===== src/rtl/wf_tick_scheduler.sv =====
// rtl/wf_tick_scheduler.sv - multi-channel tick-driven one-shot/periodic timer with command port
module wf_tick_scheduler #(
    parameter int NCH = 4,
    parameter int CW  = 10
) (
    input  logic           clk,
    input  logic           reset,
    input  logic           tick,
    input  logic           cmd_valid,
    output logic           cmd_ready,
    input  logic [2:0]     cmd_ch,
    input  logic [1:0]     cmd_op,
    input  logic [CW-1:0]  cmd_data,
    output logic [NCH-1:0] ch_pulse,
    output logic [NCH-1:0] ch_busy,
    output logic           cmd_err
);

    typedef enum logic [1:0] {
        ST_IDLE     = 2'd0,
        ST_ONESHOT  = 2'd1,
        ST_PERIODIC = 2'd2
    } ch_state_t;

    localparam logic [1:0] OP_STOP       = 2'd0;
    localparam logic [1:0] OP_START_ONE  = 2'd1;
    localparam logic [1:0] OP_START_PER  = 2'd2;
    localparam logic [1:0] OP_SET_PERIOD = 2'd3;

    ch_state_t      state_q [NCH];
    ch_state_t      state_d [NCH];
    logic [CW-1:0]  cnt_q   [NCH];
    logic [CW-1:0]  cnt_d   [NCH];
    logic [CW-1:0]  per_q   [NCH];
    logic [CW-1:0]  per_d   [NCH];
    logic [NCH-1:0] pulse_d;
    logic [NCH-1:0] busy_d;
    logic           accept;
    logic           ch_in_range;

    assign accept      = cmd_valid && cmd_ready;
    assign ch_in_range = ({29'd0, cmd_ch} < 32'(NCH));

    // A command addressed to a channel wins over a coincident tick for that channel only.
    always_comb begin
        for (int k = 0; k < NCH; k++) begin
            state_d[k] = state_q[k];
            cnt_d[k]   = cnt_q[k];
            per_d[k]   = per_q[k];
            pulse_d[k] = 1'b0;
            if (accept && ch_in_range && (cmd_ch == 3'(k))) begin
                unique case (cmd_op)
                    OP_STOP: begin
                        state_d[k] = ST_IDLE;
                        cnt_d[k]   = '0;
                    end
                    OP_START_ONE: begin
                        state_d[k] = ST_ONESHOT;
                        cnt_d[k]   = '0;
                    end
                    OP_START_PER: begin
                        state_d[k] = ST_PERIODIC;
                        cnt_d[k]   = '0;
                    end
                    OP_SET_PERIOD: per_d[k] = cmd_data;
                    default: ;
                endcase
            end else if ((state_q[k] != ST_IDLE) && tick) begin
                // >= rather than == so a period lowered below the count ends on the next tick.
                if (cnt_q[k] >= per_q[k]) begin
                    cnt_d[k]   = '0;
                    pulse_d[k] = 1'b1;
                    if (state_q[k] == ST_ONESHOT) begin
                        state_d[k] = ST_IDLE;
                    end
                end else begin
                    cnt_d[k] = cnt_q[k] + CW'(1);
                end
            end
            busy_d[k] = (state_d[k] != ST_IDLE);
        end
    end

    always_ff @(posedge clk) begin
        if (reset) begin
            for (int k = 0; k < NCH; k++) begin
                state_q[k] <= ST_IDLE;
                cnt_q[k]   <= '0;
                per_q[k]   <= '0;
            end
            ch_pulse  <= '0;
            ch_busy   <= '0;
            cmd_err   <= 1'b0;
            cmd_ready <= 1'b0;
        end else begin
            for (int k = 0; k < NCH; k++) begin
                state_q[k] <= state_d[k];
                cnt_q[k]   <= cnt_d[k];
                per_q[k]   <= per_d[k];
            end
            ch_pulse  <= pulse_d;
            ch_busy   <= busy_d;
            cmd_err   <= accept && !ch_in_range;
            cmd_ready <= !accept;
        end
    end

endmodule


===== config.mk =====
export PLATFORM = sky130hd
export DESIGN_NAME = wf_tick_scheduler
export DESIGN_NICKNAME = d
export VERILOG_FILES = /design/src/rtl/wf_tick_scheduler.sv
export SDC_FILE = /design/constraint.sdc
export NUM_CORES = 1
export LEC_CHECK = 0
export ABC_AREA = 1
export BUFFER_PORTS_ARGS = -buffer_cell sky130_fd_sc_hd__buf_4
export CORE_MARGIN = 2
export CORE_UTILIZATION = 45
export DETAILED_ROUTE_END_ITERATION = 8
export GPL_ROUTABILITY_DRIVEN = 0
export PLACE_DENSITY = 0.72
export SLEW_MARGIN = 20
export SYNTH_ARGS = -nofsm -noshare
export SYNTH_HDL_FRONTEND = slang
export SYNTH_SLANG_ARGS = --single-unit

===== constraint.sdc =====
create_clock -name clk -period 1.9 [get_ports clk]
set_clock_uncertainty 0.2 [all_clocks]
set_input_delay 0.285 -clock clk [delete_from_list [all_inputs] [get_ports clk]]
set_output_delay 0.285 -clock clk [all_outputs]
set_load 0.1 [all_outputs]

# Word level (Yosys, flattened, before mapping)
# Memories as Yosys holds them, arrays and structs flattened.
# Index checks and enable logic that the tools add are counted.
# Widths: inputs -> output; s select.
dict set report totals {
  input_bits 19
  mem_bits_rw 88
  mem_count 3
  output_inout_bits 10
  register_bits 10
}
# name words word_bits read_ports rd_ports_with_merged_regs write_ports line_no
set mem_list {}
lappend mem_list {cnt_q 4 10 4 0 4 32} ;# logic [CW-1:0] cnt_q [NCH];
lappend mem_list {per_q 4 10 4 0 4 34} ;# logic [CW-1:0] per_q [NCH];
lappend mem_list {state_q 4 2 4 0 4 30} ;# ch_state_t state_q [NCH];
dict set report op_classes {
  mux 63
  bitwise 16
  n_lt_le_gt_ge 5
  reduce_logical 28
  add_sub_neg 4
  n_eq_ne 10
}
# cell n
set ops {}
lappend ops {{$mux 10} 32}
lappend ops {{$add 10x1->10 const B} 4}
lappend ops {{$ge 10x10->1} 4}
lappend ops {{$mux 2} 20}
lappend ops {{$pmux 2 s3} 4}
lappend ops {{$reduce_bool 2->1} 8}
lappend ops {{$reduce_or 3->1} 5}
lappend ops {{$or 1x1->1} 12}
lappend ops {{$logic_and 1x1->1} 11}
lappend ops {{$eq 2x1->1 const B} 5}
lappend ops {{$mux 1} 7}
lappend ops {{$eq 3x2->1 const B} 2}
lappend ops {{$eq 2x2->1 const B} 2}
lappend ops {{$not 1->1} 4}
lappend ops {{$eq 3x1->1 const B} 1}
lappend ops {{$logic_not 3->1} 1}
lappend ops {{$lt 3x3->1 const B} 1}
lappend ops {{$logic_not 1->1} 2}
lappend ops {{$logic_not 2->1} 1}

# Depth between registers and ports, before layout
# Gate-level depths: netlist of the first run.
dict set report depth {
  depth_word 6
  mapped_depth 13
}

# Worst setup path before layout of the first run
# No wires, ideal clock.
dict set report synth_timing {
  kind {register to register}
  start {register cmd_ready}
  end {memory cnt_q[1][0]}
  path_slack_ns -0.449
  t_required_ns 1.580
  path_stages_with_launch 8
  setup_time_ns 0.120
  t_arrival_ns 2.029
  cell_sequence {dfxtp_1 > nand2_2 > nor2_4 > nand4_1 > nand2_4 > inv_2 > o21ai_0 > nor2_1}
}
# element line_no
set synth_lines {}
lappend synth_lines {{from (decl)} 10} ;# output logic cmd_ready,
lappend synth_lines {{from (signal assigned)} 104} ;# cmd_ready <= !accept;
lappend synth_lines {{to (decl)} 32}

==> impl_metrics.json, run 1 <==
{
  "final-hold-violation-count": 0,
  "die_h_um": 112,
  "cts_tree": "done",
  "setup_violations": 0,
  "cp_slowest_stage_delay_ns": 0.37,
  "initial_core_util": 0.460,
  "synth_top_area_cell": "dfxtp_1",
  "netSwitchingPower_uw": 957,
  "dieArea_mm2": 0.0125,
  "crit_top_cell": "nand2_1",
  "synth_top_area_frac": 0.375,
  "final_cells": 958,
  "ys_seq_elements": 98,
  "critPathKind": "reg2reg",
  "p_leak_uw": 0.00287,
  "via_count": 4742,
  "fmax_mhz": 550,
  "synth_fp_nets": 810,
  "power_frac_clock": 0.432,
  "netlist_area_mm2": 0.00523,
  "grt_start_max_net_pins": 63,
  "grt_pass1_vias": 4327,
  "worst_pin_slew_ns": 0.394,
  "power.internal_uw": 3150,
  "syn_to_final_growth_pct": 20.9,
  "ios": 29,
  "mostFrequentLayoutCells": "177 x nand2_1, 110 x inv_1, 93 x dfxtp_1, 75 x a21oi_1",
  "place_area_mm2": 0.00580,
  "crit_cells": 9,
  "seq_area_mm2": 0.00197,
  "cts-root-buf": "clkbuf_16",
  "rows": 39,
  "reg2reg_depth": 9,
  "fin_area_mm2": 0.00632,
  "multi_input_area_mm2": 0.00290,
  "tns_ns": 0,
  "status": "finished clean",
  "core_area_mm2": 0.0114,
  "synth_seq_area_share": 0.375,
  "hold_ws_ns": 0.0183,
  "fin_ws_ns": 0.0828,
  "drt_iter0_drc": 264,
  "syn_inst": 747,
  "dpl.hpwl_um": 8380,
  "placedCellCount": 934,
  "hold_depth": 3,
  "fillers": 1084,
  "crit_buf_inv": 1,
  "grt_antenna_before_repair": 0,
  "yosys_warnings": 0,
  "dpl_worst_slack_ns": 0.0181,
  "clkSinkCount": 98,
  "clkSlewWorstSetupHoldPaths_ns": 0.07,
  "syn_area_per_cell_um2": 7.00,
  "path_delay_family": "simple AND/OR/NAND/NOR gates",
  "start_kind": "register",
  "final_common_cell": "nand2_1",
  "wl_per_cell_um": 12.4,
  "drc": 0,
  "gr-total-overflow": 0,
  "fin_crit_ns": 1.82,
  "clkLatencyLatePin_ns": 0.35,
  "min_from": "cmd_ch[2]",
  "cap_violations": 0,
  "htreeDepth": 3,
  "required_ns": 1.93,
  "totalWireLength_um": 11900,
  "ys_types": 32,
  "ir_worst_vdd_mv": 0.581,
  "nets": 873,
  "drive_gt1_frac": 0.164,
  "viasPerCell": 4.95,
  "drt-pass1-iter-count": 4,
  "cts_buffer_depth": 2,
  "power_density_mw_per_mm2": 650,
  "arrival_ns": 1.84,
  "power_frac_comb": 0.064,
  "portBuffers": 28,
  "rsz0062_at_grt": "true",
  "end_kind": "register",
  "crit_chain": "ha_1, nand2_1, nor2_1, nand3_2, nand3_4, nor2_4, buf_6, nand2_1, a21oi_2",
  "crit-reg2reg-launch": "cnt_q[0][6]",
  "slew-limit-headroom": 0.735,
  "hp-class": "in2reg",
  "synthTopCellsByArea": "dfxtp_1 38%, nand2_1 13%, ha_1 11%",
  "min_period_over_period": 0.956,
  "pwr-share-seq": 0.504,
  "r2r_setup_slack_ns": 0.08,
  "switching_share": 0.233,
  "path_max_fanout": 5,
  "ant_nets": 0,
  "grt_pass1_wl_um": 19900,
  "antenna_cells": 0,
  "grt.total_usage": 0.198,
  "min_to": "cmd_err",
  "slew_violations": 0,
  "cts_buffers": 9,
  "die_x_um": 112,
  "crit_slowest_cell": "dfxtp_1",
  "r2r_end": "cnt_q[0][1]"
}
[state kept, by name (all words and copies together) (netlist names)]
| signal | cells |
|---|---|
| cnt_q | 40 |
| cmd_err | 1 |
| ch_pulse | 4 |
| ch_busy | 4 |
| per_q | 40 |
| state_q | 8 |
| cmd_ready | 1 |
[routing by layer]
metal  routed length (um)  vias to the layer above  GRT usage
met1                 5830                     2085      0.272
met5                    0                        -          0
li1                     -                     2528          -
met4                  185                        0     0.0642
met2                 5240                      114      0.305
met3                  674                       15     0.0495
[area by class of cell]
| cell class | count | share of cell area |
|---|---|---|
| Inverter | 119 | 0.0711 |
| Timing Repair Buffer | 65 | 0.0828 |
| Clock buffer | 12 | 0.0424 |
| Multi-Input combinational cell | 517 | 0.460 |
| Sequential cell | 98 | 0.312 |
| Clock inverter | 4 | 0.00376 |
| Tap cell | 143 | 0.0283 |
[synthesized netlist by cell type]
| master | count |
|---|---|
| nor2_2 | 1 |
| xnor2_1 | 1 |
| xor2_1 | 11 |
| nor3_1 | 6 |
| a21oi_1 | 76 |
| or2_1 | 1 |
| nand3_1 | 31 |
| clkinv_2 | 1 |
| buf_2 | 4 |
| o21ai_0 | 51 |
| a31oi_1 | 2 |
| nand3b_1 | 3 |
| nand2_1 | 182 |
| inv_1 | 110 |
| nor3_2 | 1 |
| o21bai_1 | 3 |
| o21ai_1 | 4 |
| clkbuf_1 | 8 |
| nand2_2 | 8 |
| nand2_4 | 2 |
| nand3_2 | 3 |
| nor2_1 | 69 |
| o22ai_1 | 1 |
| dfxtp_1 | 98 |
| clkinv_1 | 2 |
| ha_1 | 44 |
| a21o_1 | 4 |
| nand4_1 | 11 |
| nand3_4 | 1 |
| nor2_4 | 1 |
| inv_2 | 6 |
| buf_6 | 1 |
[cell families after synthesis]
family,after synthesis,share of synthesized area
adder cells (fa/ha/maj),44,0.105
XOR/XNOR,12,0.0201
flip-flops,98,0.375
AND/OR/NAND/NOR,320,0.263
buffers and inverters,132,0.0974
AO/OA/AOI/OAI,141,0.139
[power by group through the flow]
stage	combinational (uW)	clock (uW)	sequential, uW
floorplan	111	0	2140
global placement	237	0	2120
detailed placement	239	0	2110
CTS	243	1820	2070
global route	287	1910	2070
finish	263	1780	2070
[timing repair]
action | in CTS | in global routing
gates cloned | 0 | 1
setup endpoints to repair | 3 | 39
setup buffers | 0 | 6
pin swaps | 0 | 13
hold buffers | 1 | 0
resized for setup | 2 | 42
hold endpoints to repair | 1 | 0
[worst max-delay path by stage]
| stage | startpoint | endpoint | slack (ns) |
|---|---|---|---|
| 2_1_floorplan | cmd_ready | cnt_q[1][0] | 0.06 |
| 3_3_place_gp | cmd_valid | cnt_q[1][0] | 0.02 |
| 3_5_place_dp | cmd_valid | cnt_q[1][2] | 0.02 |
| 4_1_cts | cnt_q[2][9] | cnt_q[2][7] | 0.008 |
| 5_1_grt | per_q[2][5] | cnt_q[2][0] | -0.04 |
| 6_report | cnt_q[0][6] | cnt_q[0][1] | 0.08 |
[worst reg2reg max path, stage by stage (launching register included)]
cell and delay (ns):
dfxtp_1 0.37, ha_1 0.31, nand2_1 0.06, nor2_1 0.21, nand3_2 0.13, nand3_4 0.13, nor2_4 0.06, buf_6 0.12
nand2_1 0.06, a21oi_2 0.05
[metrics by stage]
step | util | total power [uW]
floorplan | - | 2250
global placement | 0.510 | 2350
detailed placement | 0.510 | 2350
CTS | 0.537 | 4130
global route | 0.556 | 4260
finish | 0.556 | 4110
(Power assumes the default switching activity.)
==> run 2: changes to the inputs <==
CORE_ASPECT_RATIO = 1.2   (was unset)
==> run 2 against run 1 <==
  * Cell count up 1.3%
  * Largest cell class unchanged
  * Global-route usage grew 0.98 points
  * Largest power group unchanged
  * Count of clock-buffer cells in the layout shrank 1
  * Sequential share of layout area shrank 0.23 points
  * Combinational power fell by 2%
  * First-iteration DRC count decreased by 1.5%
  * Utilization fell by 0.16 points
==> impl_metrics.json, run 2 (same netlist as run 1, synthesis figures left out) <==
{
  "rsz0062_at_grt": "true",
  "final_common_cell": "nand2_1",
  "totalWireLength_um": 12300,
  "clkSinkCount": 98,
  "grt_antenna_before_repair": 0,
  "slew_violations": 0,
  "status": "finished clean",
  "power_uw": 4080,
  "htreeDepth": 3,
  "crit-reg2reg-launch": "per_q[0][7]",
  "drt_iter0_drc": 260,
  "die_x_um": 102,
  "die_h_um": 122,
  "top_regs": "cnt_q x40, per_q x40, state_q x8",
  "multi_input_area_mm2": 0.00292,
  "grt_pass1_wl_um": 20300,
  "core_area_mm2": 0.0115,
  "clkLatencyLatePin_ns": 0.35,
  "min_from": "cmd_valid",
  "grt_start_max_net_pins": 42,
  "p_leak_uw": 0.00286,
  "setup_violations": 0,
  "antenna_cells": 0,
  "seq_area_mm2": 0.00197,
  "slew-limit-headroom": 0.731,
  "cap_violations": 0,
  "drt-pass1-iter-count": 5,
  "drc": 0,
  "hp-class": "in2reg",
  "end_kind": "register",
  "viasPerCell": 4.95,
  "final-hold-violation-count": 0,
  "fin_crit_ns": 1.83,
  "gr-total-overflow": 0,
  "cts-root-buf": "clkbuf_16",
  "hold_ws_ns": 0.0232,
  "ir_worst_vdd_mv": 0.382,
  "portBuffers": 28,
  "ios": 29,
  "utilization": 0.554,
  "power_density_mw_per_mm2": 643,
  "syn_to_final_growth_pct": 21.5,
  "clkSlewWorstSetupHoldPaths_ns": 0.06,
  "required_ns": 1.98,
  "wl_per_cell_um": 12.7,
  "cts_buffer_depth": 2,
  "cts_tree": "done",
  "critPathKind": "reg2reg",
  "ant_nets": 0,
  "fillers": 1120,
  "r2r_setup_slack_ns": 0.07,
  "mostFrequentLayoutCells": "176 x nand2_1, 110 x inv_1, 97 x dfxtp_1, 74 x a21oi_1",
  "nets": 873,
  "crit_path_start": "per_q[0][7]",
  "start_kind": "register",
  "initial_core_util": 0.456,
  "path_max_fanout": 5,
  "via_count": 4805,
  "fmax_mhz": 547,
  "drive_gt1_frac": 0.161,
  "dpl.hpwl_um": 9080,
  "dieArea_mm2": 0.0125,
  "grt_pass1_vias": 4592,
  "rows": 43,
  "cts_setup_buffers": 0,
  "grt.total_usage": 0.208,
  "worst_pin_slew_ns": 0.400,
  "min_period_over_period": 0.962,
  "cts_buffers": 9,
  "arrival_ns": 1.90
}
## run 2: cell types whose count changed in the layout (fill, tap and decap cells not counted), moves of 3 or more
cell	delta
dfxtp_1	+4
dfxtp_2	-4
ha_1	-4
ha_4	+4
nor2_2	+5
nor2_4	-3
## run 2: worst paths after layout
check,endpoint,depth (start not counted)
max,cnt_q[0][7],10
min,cmd_err,3
max reg2reg,cnt_q[0][7],10
min reg2reg,cmd_ready,1
## run 2: cell type report
| cell class | count | area share |
|---|---|---|
| Multi-Input combinational cell | 517 | 0.461 |
| Sequential cell | 98 | 0.310 |
| Timing Repair Buffer | 65 | 0.0848 |
| Inverter | 119 | 0.0706 |
| Clock buffer | 11 | 0.0367 |
| Tap cell | 157 | 0.0309 |
| Clock inverter | 3 | 0.00670 |
## run 2: what timing repair did
item,CTS,global route
setup endpoints to repair,4,44
pin swaps,0,10
hold buffers,2,0
gates cloned,0,1
gates resized for setup,2,40
endpoints found under the hold margin,2,0
## run 2: stage by stage
| stage | setup TNS, ns | cells | setup WS [ns] | area [um^2] |
|---|---|---|---|---|
| 4_1_cts | 0 | 969 | 0.0307 | 6170 |
| 6_report | 0 | 970 | 0.0716 | 6350 |
| 3_3_place_gp | 0 | 953 | 0.0353 | 5870 |
| 3_5_place_dp | 0 | 953 | 0.0268 | 5870 |
| 2_1_floorplan | 0 | 747 | 0.0575 | 5230 |
| 5_1_grt | -0.0735 | 970 | -0.0186 | 6350 |
## run 2: power by group
| part | leakage [uW] | switching (uW) | internal (uW) | total [uW] |
|---|---|---|---|---|
| combinational | 0.00194 | 171 | 87.7 | 258 |
| sequential | 0.000790 | 4.85 | 2060 | 2070 |
| clock | 0.000131 | 752 | 1000 | 1760 |
## run 2: critical path: stages, from the launching register on
cell	delay, ns
dfxtp_1	0.31
inv_1	0.06
ha_1	0.30
nand2_1	0.08
a21oi_1	0.06
nor2_1	0.14
nand3_2	0.14
nor2_4	0.16
buf_6	0.14
nand2_1	0.05
a21oi_1	0.12
## run 2: layer usage
metal | track usage | share of wire | wire [um] | vias to the layer above
li1 | - | - | - | 2522
met1 | 0.247 | 0.44 | 5380 | 2187
met2 | 0.361 | 0.51 | 6240 | 73
met3 | 0.0361 | 0.033 | 412 | 23
met4 | 0.0925 | 0.023 | 286 | 0
met5 | 0 | 0 | 0 | -
